--- src/rtl/lc3b_types_pkg.sv ---
// Shared LC-3b datapath types: memory-access FSM states and lane-index sizing.
package lc3b_types;

    typedef enum logic [1:0] {
        IDLE   = 2'd0,
        ACCESS = 2'd1,
        DONE   = 2'd2
    } lc3b_mem_state;

    // Width of the byte-lane index for a data bus of data_w bits (at least 1).
    function automatic int unsigned lane_idx_w(input int unsigned data_w);
        return ((data_w / 8) > 1) ? $clog2(data_w / 8) : 1;
    endfunction

endpackage

--- src/rtl/lc3b_lane_align.sv ---
// Byte-lane steering: replicate/enable lanes for stores, extract and zero-extend for loads.
module lc3b_lane_align #(
    parameter int unsigned DATA_W = 16,
    parameter int unsigned LB     = 1
) (
    input  logic [LB-1:0]         lane,
    input  logic                  byte_mode,
    input  logic [DATA_W-1:0]     wdata,
    input  logic [DATA_W-1:0]     rdata_raw,
    output logic [DATA_W-1:0]     store_data,
    output logic [DATA_W/8-1:0]   byte_enable,
    output logic [DATA_W-1:0]     load_data
);
    localparam int unsigned NL = DATA_W / 8;

    // Word accesses pass straight through; byte accesses work on one lane.
    always_comb begin
        store_data  = wdata;
        byte_enable = '1;
        load_data   = rdata_raw;
        if (byte_mode) begin
            store_data  = {NL{wdata[7:0]}};
            byte_enable = NL'(1) << lane;
            load_data   = DATA_W'(rdata_raw[lane*8 +: 8]);
        end
    end

endmodule

--- src/rtl/lc3b_mem_access.sv ---
// MAR/MDR memory-access unit: latches a request on start, runs the
// mem_read/mem_write handshake until mem_resp and returns load data.
// Optional abort-on-timeout is enabled with `define MEM_TIMEOUT_EN.
module lc3b_mem_access
    import lc3b_types::*;
#(
    parameter int unsigned DATA_W         = 16,
    parameter int unsigned ADDR_W         = 16,
    parameter int unsigned TIMEOUT_CYCLES = 64
) (
    input  logic                  clk,
    input  logic                  rst,
    input  logic                  start,
    input  logic                  is_write,
    input  logic                  byte_mode,
    input  logic [ADDR_W-1:0]     addr,
    input  logic [DATA_W-1:0]     wdata,
    output logic                  busy,
    output logic                  done,
    output logic [DATA_W-1:0]     rdata,
    output logic                  timeout_err,
    output logic [ADDR_W-1:0]     mem_address,
    output logic                  mem_read,
    output logic                  mem_write,
    output logic [DATA_W/8-1:0]   mem_byte_enable,
    output logic [DATA_W-1:0]     mem_wdata,
    input  logic [DATA_W-1:0]     mem_rdata,
    input  logic                  mem_resp
);
    localparam int unsigned LB = lane_idx_w(DATA_W);
    localparam int unsigned NL = DATA_W / 8;

    lc3b_mem_state state_q, state_d;

    logic [ADDR_W-1:0] mar_q;
    logic [DATA_W-1:0] mdr_q;
    logic              byte_mode_q;
    logic [DATA_W-1:0] rdata_d;
    logic              busy_d, done_d, timeout_d;
    logic              mem_read_d, mem_write_d;
    logic [NL-1:0]     be_d;
    logic              latch;

    logic [LB-1:0]     lane;
    logic              lane_byte_mode;
    logic [DATA_W-1:0] store_data;
    logic [NL-1:0]     lane_be;
    logic [DATA_W-1:0] load_data;

`ifdef MEM_TIMEOUT_EN
    localparam int unsigned CW = $clog2(TIMEOUT_CYCLES + 1);
    logic [CW-1:0] cnt_q, cnt_d;
`endif

    // In IDLE the aligner steers the incoming request; afterwards the latched MAR.
    assign lane           = (state_q == IDLE) ? addr[LB-1:0] : mar_q[LB-1:0];
    assign lane_byte_mode = (state_q == IDLE) ? byte_mode : byte_mode_q;

    lc3b_lane_align #(
        .DATA_W (DATA_W),
        .LB     (LB)
    ) u_lane_align (
        .lane        (lane),
        .byte_mode   (lane_byte_mode),
        .wdata       (wdata),
        .rdata_raw   (mem_rdata),
        .store_data  (store_data),
        .byte_enable (lane_be),
        .load_data   (load_data)
    );

    // Memory sees a lane-aligned address; MAR and MDR are both registers.
    assign mem_address = {mar_q[ADDR_W-1:LB], LB'(0)};
    assign mem_wdata   = mdr_q;

    // Next-state and next-output logic.
    always_comb begin
        state_d     = state_q;
        busy_d      = 1'b0;
        done_d      = 1'b0;
        timeout_d   = 1'b0;
        mem_read_d  = 1'b0;
        mem_write_d = 1'b0;
        be_d        = '0;
        latch       = 1'b0;
        rdata_d     = rdata;
`ifdef MEM_TIMEOUT_EN
        cnt_d       = cnt_q;
`endif
        case (state_q)
            IDLE: begin
                if (start) begin
                    state_d     = ACCESS;
                    busy_d      = 1'b1;
                    latch       = 1'b1;
                    mem_read_d  = ~is_write;
                    mem_write_d = is_write;
                    be_d        = is_write ? lane_be : '0;
`ifdef MEM_TIMEOUT_EN
                    cnt_d       = '0;
`endif
                end
            end
            ACCESS: begin
                busy_d = 1'b1;
                if (mem_resp) begin
                    state_d = DONE;
                    done_d  = 1'b1;
                    if (mem_read) rdata_d = load_data;
                end
`ifdef MEM_TIMEOUT_EN
                else if (cnt_q == CW'(TIMEOUT_CYCLES - 1)) begin
                    state_d   = DONE;
                    done_d    = 1'b1;
                    timeout_d = 1'b1;
                    rdata_d   = '0;
                end
`endif
                else begin
                    mem_read_d  = mem_read;
                    mem_write_d = mem_write;
                    be_d        = mem_byte_enable;
`ifdef MEM_TIMEOUT_EN
                    cnt_d       = cnt_q + CW'(1);
`endif
                end
            end
            DONE: begin
                state_d = IDLE;
            end
            default: begin
                state_d = IDLE;
            end
        endcase
    end

    // State, request registers and registered outputs.
    always_ff @(posedge clk) begin
        if (rst) begin
            state_q         <= IDLE;
            mar_q           <= '0;
            mdr_q           <= '0;
            byte_mode_q     <= 1'b0;
            rdata           <= '0;
            busy            <= 1'b0;
            done            <= 1'b0;
            timeout_err     <= 1'b0;
            mem_read        <= 1'b0;
            mem_write       <= 1'b0;
            mem_byte_enable <= '0;
`ifdef MEM_TIMEOUT_EN
            cnt_q           <= '0;
`endif
        end else begin
            state_q         <= state_d;
            rdata           <= rdata_d;
            busy            <= busy_d;
            done            <= done_d;
            timeout_err     <= timeout_d;
            mem_read        <= mem_read_d;
            mem_write       <= mem_write_d;
            mem_byte_enable <= be_d;
`ifdef MEM_TIMEOUT_EN
            cnt_q           <= cnt_d;
`endif
            if (latch) begin
                mar_q       <= addr;
                byte_mode_q <= byte_mode;
                if (is_write) mdr_q <= store_data;
            end
        end
    end

endmodule

--- config.mk ---
export PLATFORM = sky130hd
export DESIGN_NAME = lc3b_mem_access
export DESIGN_NICKNAME = d
export VERILOG_FILES = /design/src/rtl/lc3b_types_pkg.sv /design/src/rtl/lc3b_lane_align.sv /design/src/rtl/lc3b_mem_access.sv
export SDC_FILE = /design/constraint.sdc
export NUM_CORES = 1
export LEC_CHECK = 0
export ABC_AREA = 0
export BUFFER_PORTS_ARGS = -buffer_cell sky130_fd_sc_hd__buf_4
export CORE_UTILIZATION = 44
export DETAILED_ROUTE_END_ITERATION = 16
export HOLD_SLACK_MARGIN = 0.06
export PLACE_DENSITY = 0.76
export SYNTH_ARGS = -nofsm -noshare
export SYNTH_HDL_FRONTEND = slang
export SYNTH_SLANG_ARGS = --single-unit
--- constraint.sdc ---
create_clock -name clk -period 1.7 [get_ports clk]
set_input_delay 0.17 -clock clk [delete_from_list [all_inputs] [get_ports clk]]
set_output_delay 0.17 -clock clk [all_outputs]
set_load 0.05 [all_outputs]
# ---- After elaboration in Yosys (flattened, before gate mapping)
# Cells that the tools add are included.
dict set report totals {
  regBits 57
  in_bits 54
}
dict set report classes {
  eq_ne 3
  shift 2
  n_mux 21
  n_bitwise 2
  n_reduce_logical 5
}
# cell n
set ops {}
lappend ops {{2-to-1 mux 16 bit} 2}
lappend ops {{indexed part select 16 x 5 -> 8 bit} 1}
lappend ops {{2-to-1 mux 2 bit} 6}
lappend ops {{2-to-1 mux 1 bit} 8}
lappend ops {{case mux 2 bit (2 select lines)} 2}
lappend ops {{case mux 1 bit (2 select lines)} 3}
lappend ops {{!= test 2 bit (second input constant)} 2}
lappend ops {{AND reduction 2 bit} 2}
lappend ops {{AND reduction 3 bit} 1}
lappend ops {{== test 2 x 1 -> 1 bit (second input constant)} 1}
lappend ops {{zero test 2 bit} 1}
lappend ops {{inverter 1 bit} 2}
lappend ops {{OR reduction 2 bit} 1}
lappend ops {{<< shifter 1 x 1 -> 2 bit (first input constant)} 1}

# ---- Logic depth before layout (Yosys ltp)
# Gate-level depths: netlist (run 1).
dict set report depth {
  word_depth 7
  mapped_depth 5
  ltp_nobuf 3
}

# ---- By module
# Synthesis (run 1) repeated with hierarchy kept, for this count alone.
dict set report unflattened {
  hier_cells 293
  area_unflattened_um2 2999.1
}
# module n_inst cells_per_inst area_per_inst_um2 seq_area_each_um2
set modules_own_cells {}
lappend modules_own_cells {lc3b_mem_access 1 257 2626.3 1141.1}
lappend modules_own_cells {lc3b_lane_align 1 36 372.9 0.0}

# ---- Worst setup path after synthesis (run 1)
# OpenSTA, ideal clock, no wires.
dict set report synth_path {
  path_kind {reg-to-reg}
  start {register mem_read}
  end {register rdata[4]}
  arrival_ns 1.445
  slack_ns 0.164
  path_stages_with_launch 6
  path_buffers 2
  synth_period_minus_slack_ns 1.536
  cell_sequence {dfxtp_1 and4b_1 buf_2 buf_4 nor2_1 a311oi_1}
}
dict set report synth_via {
  elab_chain_len 1
}
# item line_no
set synth_lines {}
lappend synth_lines {{start: declaration} lc3b_mem_access.sv:23} ;# output logic mem_read,
lappend synth_lines {{start signal: assignment} lc3b_mem_access.sv:160} ;# mem_read <= mem_read_d;
lappend synth_lines {{AND reduction 3 bit (no source line)} --}
lappend synth_lines {{end signal: assignment} lc3b_mem_access.sv:156} ;# rdata <= rdata_d;
lappend synth_lines {{end: declaration} lc3b_mem_access.sv:20} ;# output logic [DATA_W-1:0] rdata,
# No other way between the ends.
# A chain may end at the register's enable or synchronous reset.

# ---- Worst setup path in the final report (run 1)
dict set report layout_path {
  start {register state_q[0]}
  end {register mdr_q[12] (netlist: mem_wdata[12])}
}
dict set report layout_via {
  elab_chain_len 3
  word_cells_on_any_way 5
  cone_classes {mux: 3; reduce/logical: 2}
}
# item line_no
set layout_lines {}
lappend layout_lines {{start: declaration} lc3b_mem_access.sv:33} ;# lc3b_mem_state state_q, state_d;
lappend layout_lines {{start signal: assignment} lc3b_mem_access.sv:155} ;# state_q <= state_d;
lappend layout_lines {{zero test 2 bit *} {lc3b_mem_access.sv:57, lc3b_mem_access.sv:90}}
lappend layout_lines {{2-to-1 mux 1 bit (on tied branches)} {lc3b_mem_access.sv:57, lc3b_mem_access.sv:90}}
lappend layout_lines {{2-to-1 mux 16 bit / AND reduction 2 bit (equally long branches)} --}
lappend layout_lines {{end signal: assignment} lc3b_mem_access.sv:169} ;# if (is_write) mdr_q <= store_data;
lappend layout_lines {{end: declaration} lc3b_mem_access.sv:36} ;# logic [DATA_W-1:0] mdr_q;
# Mark *: on every way between the ends. The rest lies on a longest branch, timed or not.

==> results of run 1 <==
-- what timing repair did --
action | in CTS | in global routing
hold buffers | 0 | 0
gates resized for setup | 0 | 2
endpoints found under the setup margin | 0 | 7
-- worst register-to-register path: stages (launching register included) --
cell,delay (ns)
dfxtp_1,0.43
or3b_2,0.70
nor4_1,0.26
nor4_1,0.09
-- cell usage in the layout (no fill, tap or decap), types with 8 or more instances in the layout --
cell and n:
buf_4 110, nand2_1 60, dfxtp_1 57, a21oi_1 36
nor4_1 23, nor2_1 21, nand3_1 9, clkbuf_8 9
nand4_1 8, o21ai_1 8, a311oi_1 8
-- power by group through the flow --
stage          clock network [mW]  logic, mW  registers (mW)
6_report                     1.01      0.627            1.44
5_1_grt                      1.10      0.666            1.45
4_1_cts                      1.03      0.628            1.44
3_5_place_dp                    0      0.626            1.47
3_3_place_gp                    0      0.619            1.47
2_1_floorplan                   0      0.337            1.57
-- worst max path at each step --
stage	startpoint	endpoint	slack, ns	cells past startpoint
global placement	state_q[0]	mem_wdata[11]	0.14	3
floorplan	mem_read	rdata[4]	0.16	5
finish	state_q[0]	mem_wdata[12]	0.08	3
CTS	state_q[0]	mem_wdata[12]	0.07	3
global route	state_q[0]	mem_wdata[11]	0.01	3
detailed placement	state_q[0]	mem_wdata[12]	0.1	3
-- final cells by class --
| class | count | area (sq um) | area share (%) |
|---|---|---|---|
| Sequential cell | 57 | 1140 | 34.7 |
| Multi-Input combinational cell | 196 | 1060 | 32.3 |
| Timing Repair Buffer | 111 | 846 | 25.7 |
| Clock buffer | 12 | 135 | 4.10 |
| Tap cell | 70 | 87.6 | 2.66 |
| Clock inverter | 4 | 20.0 | 0.608 |
-- metrics by stage --
| stage | instances | setup slack, ns | total power [mW] |
|---|---|---|---|
| after global routing | 450 | 0.0105 | 3.21 |
| after floorplan | 294 | 0.164 | 1.91 |
| after CTS | 450 | 0.0747 | 3.10 |
| after detailed placement | 434 | 0.0950 | 2.09 |
| final | 450 | 0.0828 | 3.07 |
| after global placement | 434 | 0.141 | 2.09 |
-- registers in the layout, indices dropped and copies added, names as in the netlist --
name and cells:
busy 1, byte_mode_q 1, done 1, mar_q 16, mem_byte_enable 2, mem_read 1, mem_wdata 16, mem_write 1
rdata 16, state_q 2
-- per-layer routing --
layer,share of wire [%],global-route usage [%]
met5,0,0
met4,1.1,10.9
met3,8.9,5.24
met2,49,37.1
met1,41,27.1
-- cell families (layout without fill, tap and decap cells) --
logic type / after synthesis / after routing / share of synthesized area, %
AOI/OAI and AO/OA: 57 / 57 / 13.6
buffers and inverters: 41 / 127 / 11.3
DFF: 57 / 57 / 46.0
other: 1 / 2 / 0.151
and+or+nand+nor: 137 / 137 / 29.0
==> impl_metrics.json, run 1 <==
{
  "drive_gt1_share_pct": 35.8,
  "synth_cell_type_count": 32,
  "cts_setup_buffers": 0,
  "hold_viol_final": 0,
  "cts-root-buf": "clkbuf_8",
  "cp.buffers_inverters": 0,
  "drt-total-wl_microns": 6500,
  "synth_common_cells": "60 x nand2_1, 57 x dfxtp_1, 36 x a21oi_1",
  "synth_area_per_cell_sq_um": 8.46,
  "place_area_sq_um": 3140,
  "grt_pass1_wl_microns": 10500,
  "final_area_sq_um": 3290,
  "h-tree-depth": 3,
  "netlist_area_sq_um": 2480,
  "first_global_vias": 2301,
  "status": "finished clean",
  "post-route-util_pct": 62.5,
  "clockBufferDepth": 2,
  "ys_seq_area_share_pct": 46.0,
  "yosys.area.top_type": "dfxtp_1",
  "finalClockSkew_ns": 0.00434,
  "place_hpwl_microns": 4530,
  "cts_sinks": 57,
  "synth-seq-cells": 57,
  "ir_drop_mv": 0.504,
  "arrival_ns": 1.80,
  "criticalPathCategory": "register to register",
  "antenna_left": 0,
  "crit_required_ns": 1.88,
  "io_buffers": 106,
  "cpMaxStageDelayCell": "or3b_2",
  "crit_chain": "or3b_2, nor4_1, nor4_1",
  "setup_viol": 0,
  "cts_tree": "done",
  "final_nets": 429,
  "place_congestion": 0.780,
  "num_rows": 26,
  "insertion_delay_ns": 0.32,
  "crit_family": "simple AND/OR/NAND/NOR gates",
  "first_pass_iters": 4,
  "reg2reg_depth": 3,
  "grt_util_all_layers_pct": 22.4,
  "hold_path.startpoint": "addr[13]",
  "pin_count": 109,
  "core_area_sq_um": 5270,
  "reg2reg_slack_ns": 0.08,
  "cpMostUsedCell": "nor4_1",
  "synth_edf_count": 0,
  "worst_hold_path_type": "input port to register",
  "drc": 0,
  "die_w_microns": 77.1,
  "timing.hold.ws_ns": 0.0980,
  "yosysMostFrequentCell": "nand2_1",
  "drt_iter0_markers": 155,
  "p_per_area_nw_per_um2": 933,
  "total_leakage_power_nw": 1.38,
  "end_kind": "register",
  "grt_max_degree": 59,
  "vias": 2401,
  "vias_per_cell": 5.34,
  "cp-start-kind": "register",
  "max_freq_ghz": 0.618,
  "antenna_found_initial": 0,
  "comb_power_share_pct": 20.4,
  "slew_headroom_pct": 60.0,
  "dieArea_sq_um": 5940,
  "synthArstFlopShare_pct": 0,
  "swShare_pct": 30.3,
  "r2r-start": "state_q[0]",
  "path_clk_slew_ns": 0.06,
  "p_int_mw": 2.14,
  "cts_buffers": 9,
  "final.min_clock_period_ns": 1.62,
  "holdPathEnd": "mar_q[13]",
  "p_sw_mw": 0.932,
  "final_max_slew_viol_count": 0,
  "tightest_slew_ns": 0.599,
  "area_delta_synth_final_pct": 32.8,
  "drv_cap": 0,
  "cpPeakStageDelay_ns": 0.70,
  "rsz0062_at_grt": "false",
  "n_antenna_cell": 0,
  "start_util_pct": 47.1,
  "ys.flop_type": "dfxtp_1",
  "netlist_instances": 293,
  "tns_ns": 0,
  "path_max_fanout": 17,
  "fin_crit_sh_pct": 95.1,
  "overflow": 0,
  "die_h_microns": 77.1,
  "synth_area_leaders": "dfxtp_1 46%, nand2_1 9.1%, a21oi_1 7.3%",
  "pwr-share-clk_pct": 32.7,
  "power_frac_seq_pct": 46.9,
  "yosys_warnings": 0,
  "hold-path-cell-count": 3,
  "worstReg2RegEnd": "mem_wdata[12]",
  "routedWlPerCell_microns": 14.4,
  "synth.top_cell.area_share_pct": 46.0,
  "fillers": 507
}
(Power assumes the default switching activity.)
==> run 2, diff against run 1 <==
- CORE_UTILIZATION: 44 -> 47
- PLACE_DENSITY: 0.76 -> 0.8
==> run 2 against run 1 <==
  * Worst hold slack lost 0.011 ns
  * Combinational power grew 0.6%
  * Sequential power is essentially flat
  * Design area grew 1.1%
  * Power grew 3.2%
  * Largest cell class unchanged
  * Largest power group unchanged
==> impl_metrics.json, run 2 (same netlist as run 1, synthesis figures left out) <==
{
  "path_max_fanout": 14,
  "grtUsageMet1_pct": 27.7,
  "grt_util_all_layers_pct": 22.2,
  "hold-path-cell-count": 3,
  "pin_count": 109,
  "drv_cap": 0,
  "cts_sinks": 57,
  "final_nets": 431,
  "power_frac_seq_pct": 45.3,
  "layout_common_cells": "112 x buf_4, 60 x nand2_1, 57 x dfxtp_1",
  "tns_ns": 0,
  "p_total_mw": 3.17,
  "pwr-share-clk_pct": 34.8,
  "crit_required_ns": 1.93,
  "finalClockSkew_ns": 0.00889,
  "final_max_slew_viol_count": 0,
  "timing.hold.ws_ns": 0.0866,
  "drt-total-wl_microns": 6200,
  "comb_power_share_pct": 19.9,
  "end_kind": "register",
  "area_delta_synth_final_pct": 34.3,
  "io_buffers": 106,
  "setup_viol": 0,
  "cpPeakStageDelay_ns": 0.60,
  "max_freq_ghz": 0.645,
  "crit_chain": "nand4bb_1, nand3_1, a311oi_1",
  "cts_setup_buffers": 0,
  "dieArea_sq_um": 5570,
  "swShare_pct": 29.7,
  "h-tree-depth": 3,
  "grtUsageMet2_pct": 34.2,
  "clockBufferDepth": 2,
  "place_hpwl_microns": 4280,
  "p_int_mw": 2.23,
  "vias_per_cell": 5.20,
  "r2r-start": "state_q[0]",
  "insertion_delay_ns": 0.33,
  "die_h_microns": 74.6,
  "cts.repair.resized": 0,
  "criticalPathCategory": "register to register",
  "p_sw_mw": 0.943,
  "antenna_found_initial": 0,
  "fin_crit_sh_pct": 91.3,
  "routedWlPerCell_microns": 13.7,
  "cts-root-buf": "clkbuf_8",
  "reg2reg_depth": 3,
  "drive_gt1_share_pct": 36.1,
  "stdcell_count": 452,
  "vias": 2350,
  "first_global_vias": 1987,
  "ir_drop_mv": 0.561,
  "worst_hold_path_type": "input port to register",
  "first_pass_iters": 4,
  "grtUsageMet3_pct": 6.29,
  "cp-start-kind": "register",
  "final.min_clock_period_ns": 1.55,
  "post-route-util_pct": 65.2,
  "start_util_pct": 48.6,
  "cts_tree": "done",
  "dp.cells": 436,
  "path_clk_slew_ns": 0.07,
  "endpoint": "rdata[0]",
  "layout_commonest_cell": "buf_4",
  "slew_headroom_pct": 61.2,
  "n_antenna_cell": 0,
  "worstReg2RegEnd": "rdata[0]",
  "rsz0062_at_grt": "false",
  "drc": 0,
  "total_leakage_power_nw": 1.40,
  "status": "finished clean",
  "grt_max_degree": 59,
  "num_rows": 26,
  "cpMaxStageDelayCell": "dfxtp_1",
  "cts_buffers": 9,
  "overflow": 0,
  "drt_iter0_markers": 141,
  "p_per_area_nw_per_um2": 953,
  "crit_start": "state_q[0]",
  "tightest_slew_ns": 0.582,
  "top_usage_layer": "met2",
  "core_area_sq_um": 5110,
  "antenna_left": 0,
  "hold_viol_final": 0,
  "hold_buffers": 0,
  "die_w_microns": 74.6,
  "place_congestion": 0.732,
  "grt_pass1_wl_microns": 9230,
  "reg2reg_slack_ns": 0.15,
  "arrival_ns": 1.78
}
[run 2: metrics by stage]
step | cell area (sq um) | setup slack [ns]
2_1_floorplan | 2480 | 0.164
3_3_place_gp | 3150 | 0.0985
3_5_place_dp | 3150 | 0.0791
4_1_cts | 3330 | 0.0519
5_1_grt | 3330 | 0.0285
6_report | 3330 | 0.149
[run 2: layer usage]
metal | up-vias | part of all wire, %
met5 | - | 0
met4 | 0 | 1.9
met3 | 9 | 6.5
met2 | 82 | 47
met1 | 1073 | 45
li1 | 1186 | -
[run 2: worst min-delay path by stage]
stage	startpoint	endpoint	slack, ns
2_1_floorplan	addr[10]	mar_q[10]	0.31
3_3_place_gp	addr[8]	mar_q[8]	0.42
3_5_place_dp	addr[6]	mar_q[6]	0.43
4_1_cts	addr[6]	mar_q[6]	0.07
5_1_grt	addr[3]	mar_q[3]	0.09
6_report	addr[6]	mar_q[6]	0.09
[run 2: critical path, delay by kind of cell, from the launching register on]
family	cells	cell delay, ns
and+or+nand+nor	2	0.55
DFF	1	0.60
AOI/OAI and AO/OA	1	0.31
[run 2: cell type report]
| class | instances | area, sq um |
|---|---|---|
| clock buffer | 13 | 159 |
| clock inverter | 3 | 15.0 |
| fill | 456 | 1780 |
| multi-input combinational | 196 | 1070 |
| sequential | 57 | 1140 |
| tap | 70 | 87.6 |
| timing repair buffer | 113 | 861 |
[run 2: power by group through the flow]
stage	logic [mW]	registers, mW	clock network, mW
floorplan	0.337	1.57	0
global placement	0.623	1.46	0
detailed placement	0.629	1.47	0
CTS	0.629	1.44	1.13
finish	0.631	1.44	1.10
global route	0.672	1.45	1.19
==> run 3, diff against run 2 <==
- CAP_MARGIN: default -> 20
- CORE_UTILIZATION: 47 -> 50
- PLACE_DENSITY: 0.8 -> 0.82
- SETUP_SLACK_MARGIN: default -> 0.4
- SYNTH_HIERARCHICAL: default -> 1
==> run 3 against run 2 <==
  * Design area rose by 22%
  * Clock-buffer cell count did not move
  * Clock skew fell by 0.0038 ns
  * Via count fell by 5.2%
  * Synthesized cell count did not move
  * Core utilization rose by 6.6 points
  * Critical path type unchanged
  * Worst hold slack improved by 0.012 ns
  * Combinational power rose by 29%
==> impl_metrics.json, run 3 <==
{
  "status": "finished clean",
  "synth.top_cell.area_share_pct": 38.0,
  "area_delta_synth_final_pct": 35.0,
  "path_depth": 6,
  "cts_buffers": 9,
  "antenna_found_initial": 0,
  "drv_cap": 0,
  "worst_hold_path_type": "input port to register",
  "yosys_warnings": 6,
  "crit_required_ns": 1.92,
  "tightest_slew_ns": 0.662,
  "reg2reg_depth": 6,
  "die_h_microns": 79.5,
  "ys_seq_area_share_pct": 38.0,
  "yosys.area_share.simple_pct": 25.6,
  "vias_per_cell": 4.80,
  "holdPathEnd": "mar_q[4]",
  "drt-total-wl_microns": 6280,
  "criticalPathCategory": "register to register",
  "netlist_instances": 293,
  "first_pass_iters": 4,
  "end_kind": "register",
  "final_max_slew_viol_count": 0,
  "stdcell_count": 464,
  "synth_edf_count": 0,
  "synth_adder_area_share_pct": 0,
  "reg2reg_slack_ns": 0.14,
  "fin_crit_sh_pct": 91.5,
  "netlist_area_sq_um": 3000,
  "grt_util_all_layers_pct": 21.0,
  "die_w_microns": 79.5,
  "grt_max_degree": 94,
  "final_nets": 441,
  "insertion_delay_ns": 0.34,
  "drt_iter0_markers": 65,
  "arrival_ns": 1.78,
  "path_clk_slew_ns": 0.06,
  "synth_area_per_cell_sq_um": 10.2,
  "vias": 2228,
  "cts_sinks": 57,
  "synth-seq-cells": 57,
  "cp-start-kind": "register",
  "num_rows": 27,
  "h-tree-depth": 3,
  "drive_gt1_share_pct": 42.6,
  "cts-root-buf": "clkbuf_8",
  "worstReg2RegEnd": "rdata[1]",
  "antenna_left": 0,
  "slew_headroom_pct": 55.8,
  "synth_xor_xnor_area_share_pct": 0,
  "layout_common_cells": "113 x buf_4, 99 x nand2b_1, 54 x dfxtp_1",
  "clockBufferDepth": 2,
  "final.min_clock_period_ns": 1.56,
  "pin_count": 109,
  "hold-path-cell-count": 3,
  "core_area_sq_um": 5640,
  "rsz0062_at_grt": "true",
  "synthMuxAreaShare_pct": 24.2,
  "yosysMostFrequentCell": "nand2b_1",
  "cpPeakStageDelay_ns": 0.36,
  "yosys.area.top_type": "dfxtp_1",
  "r2r-start": "state_q[0]",
  "hold_path.startpoint": "addr[4]",
  "crit_chain": "nor2_4, mux2_4, nand2_8, mux2_4, nand2b_1, mux2i_1",
  "final_area_sq_um": 4050,
  "setup_viol": 0,
  "synth-compound-area-share_pct": 1.54,
  "cpMaxStageDelayCell": "mux2_4",
  "synth_common_cells": "99 x nand2b_1, 57 x dfxtp_1, 49 x mux2i_1",
  "first_global_vias": 2131,
  "ir_drop_mv": 0.664,
  "overflow": 0,
  "hold_viol_final": 0,
  "cts_tree": "done",
  "crit_family": "multiplexers",
  "layout_commonest_cell": "buf_4",
  "dp.cells": 437,
  "io_buffers": 106,
  "p_per_area_nw_per_um2": 860,
  "p_total_mw": 3.48,
  "max_freq_ghz": 0.643,
  "synth_area_leaders": "dfxtp_1 38%, nand2b_1 21%, mux2i_1 16%",
  "timing.hold.ws_ns": 0.0982,
  "dieArea_sq_um": 6310,
  "n_antenna_cell": 0,
  "place_hpwl_microns": 4220,
  "total_leakage_power_nw": 1.78,
  "synth_top_family_by_area": "simple AND/OR/NAND/NOR gates",
  "grt_pass1_wl_microns": 10100,
  "synthArstFlopShare_pct": 0,
  "place_congestion": 0.701,
  "cp.buffers_inverters": 0,
  "ys.flop_type": "dfxtp_1",
  "place_area_sq_um": 3710,
  "routedWlPerCell_microns": 13.5,
  "tns_ns": 0,
  "finalClockSkew_ns": 0.00510,
  "start_util_pct": 53.2,
  "cpMostUsedCell": "mux2_4",
  "synth_cell_type_count": 22,
  "drc": 0,
  "path_max_fanout": 9
}
run 3: worst max-delay path by stage:
| stage | slack, ns | to | start |
|---|---|---|---|
| detailed placement | 0.14 | rdata[1] | state_q[1] |
| global route | 0.09 | rdata[0] | state_q[0] |
| floorplan | 0.14 | mem_wdata[13] | state_q[1] |
| finish | 0.14 | rdata[1] | state_q[0] |
| CTS | 0.16 | rdata[1] | state_q[1] |
| global placement | 0.19 | rdata[6] | state_q[1] |
run 3: final cells by class:
| type | instances | area, sq um |
|---|---|---|
| clock buffers | 13 | 149 |
| clock inverters | 3 | 40.0 |
| fillers | 432 | 1590 |
| inverters | 1 | 3.75 |
| multi-input cells | 192 | 1600 |
| flip-flops and latches | 57 | 1140 |
| well taps | 72 | 90.1 |
| repair buffers | 126 | 1020 |
run 3: cell families (layout without fill, tap and decap cells):
logic type             after synthesis  count (layout)
AND/OR/NAND/NOR                    118             118
other                                1               2
AO/OA/AOI/OAI                        5               5
buffers and inverters               45             143
multiplexers                        67              67
flip-flops                          57              57
run 3: worst reg2reg max path, stage by stage (launching register included):
cell and delay (ns):
dfxtp_2 0.34, nor2_4 0.14, mux2_4 0.36, nand2_8 0.13, mux2_4 0.31, nand2b_1 0.08, mux2i_1 0.07
run 3: power by group:
part | switching [mW] | internal, mW | leakage [nW]
Clock | 0.519 | 0.713 | 0.0974
Combinational | 0.426 | 0.389 | 1.22
Sequential | 0.0359 | 1.40 | 0.466
run 3: timing repair:
item,4_1_cts,5_1_grt
cloned,1,0
endpoints found under the setup margin,33,53
hold buffers,1,0
hold endpoints to repair,1,0
resized for setup,6,9
setup buffers,5,4
pin swaps,3,5
run 3: per-layer routing:
layer | share of wire (%) | track usage (%) | up-vias
met3 | 7.9 | 9.71 | 6
met5 | 0 | 0 | -
met1 | 42 | 24.2 | 1034
li1 | - | - | 1124
met4 | 0.88 | 7.09 | 0
met2 | 49 | 34.2 | 64
run 3: through the flow:
stage | utilization [%] | worst slack (ns)
3_5_place_dp | 65.7 | 0.137
2_1_floorplan | - | 0.137
6_report | 71.8 | 0.144
3_3_place_gp | 65.7 | 0.192
5_1_grt | 71.8 | 0.0922
4_1_cts | 70.9 | 0.162
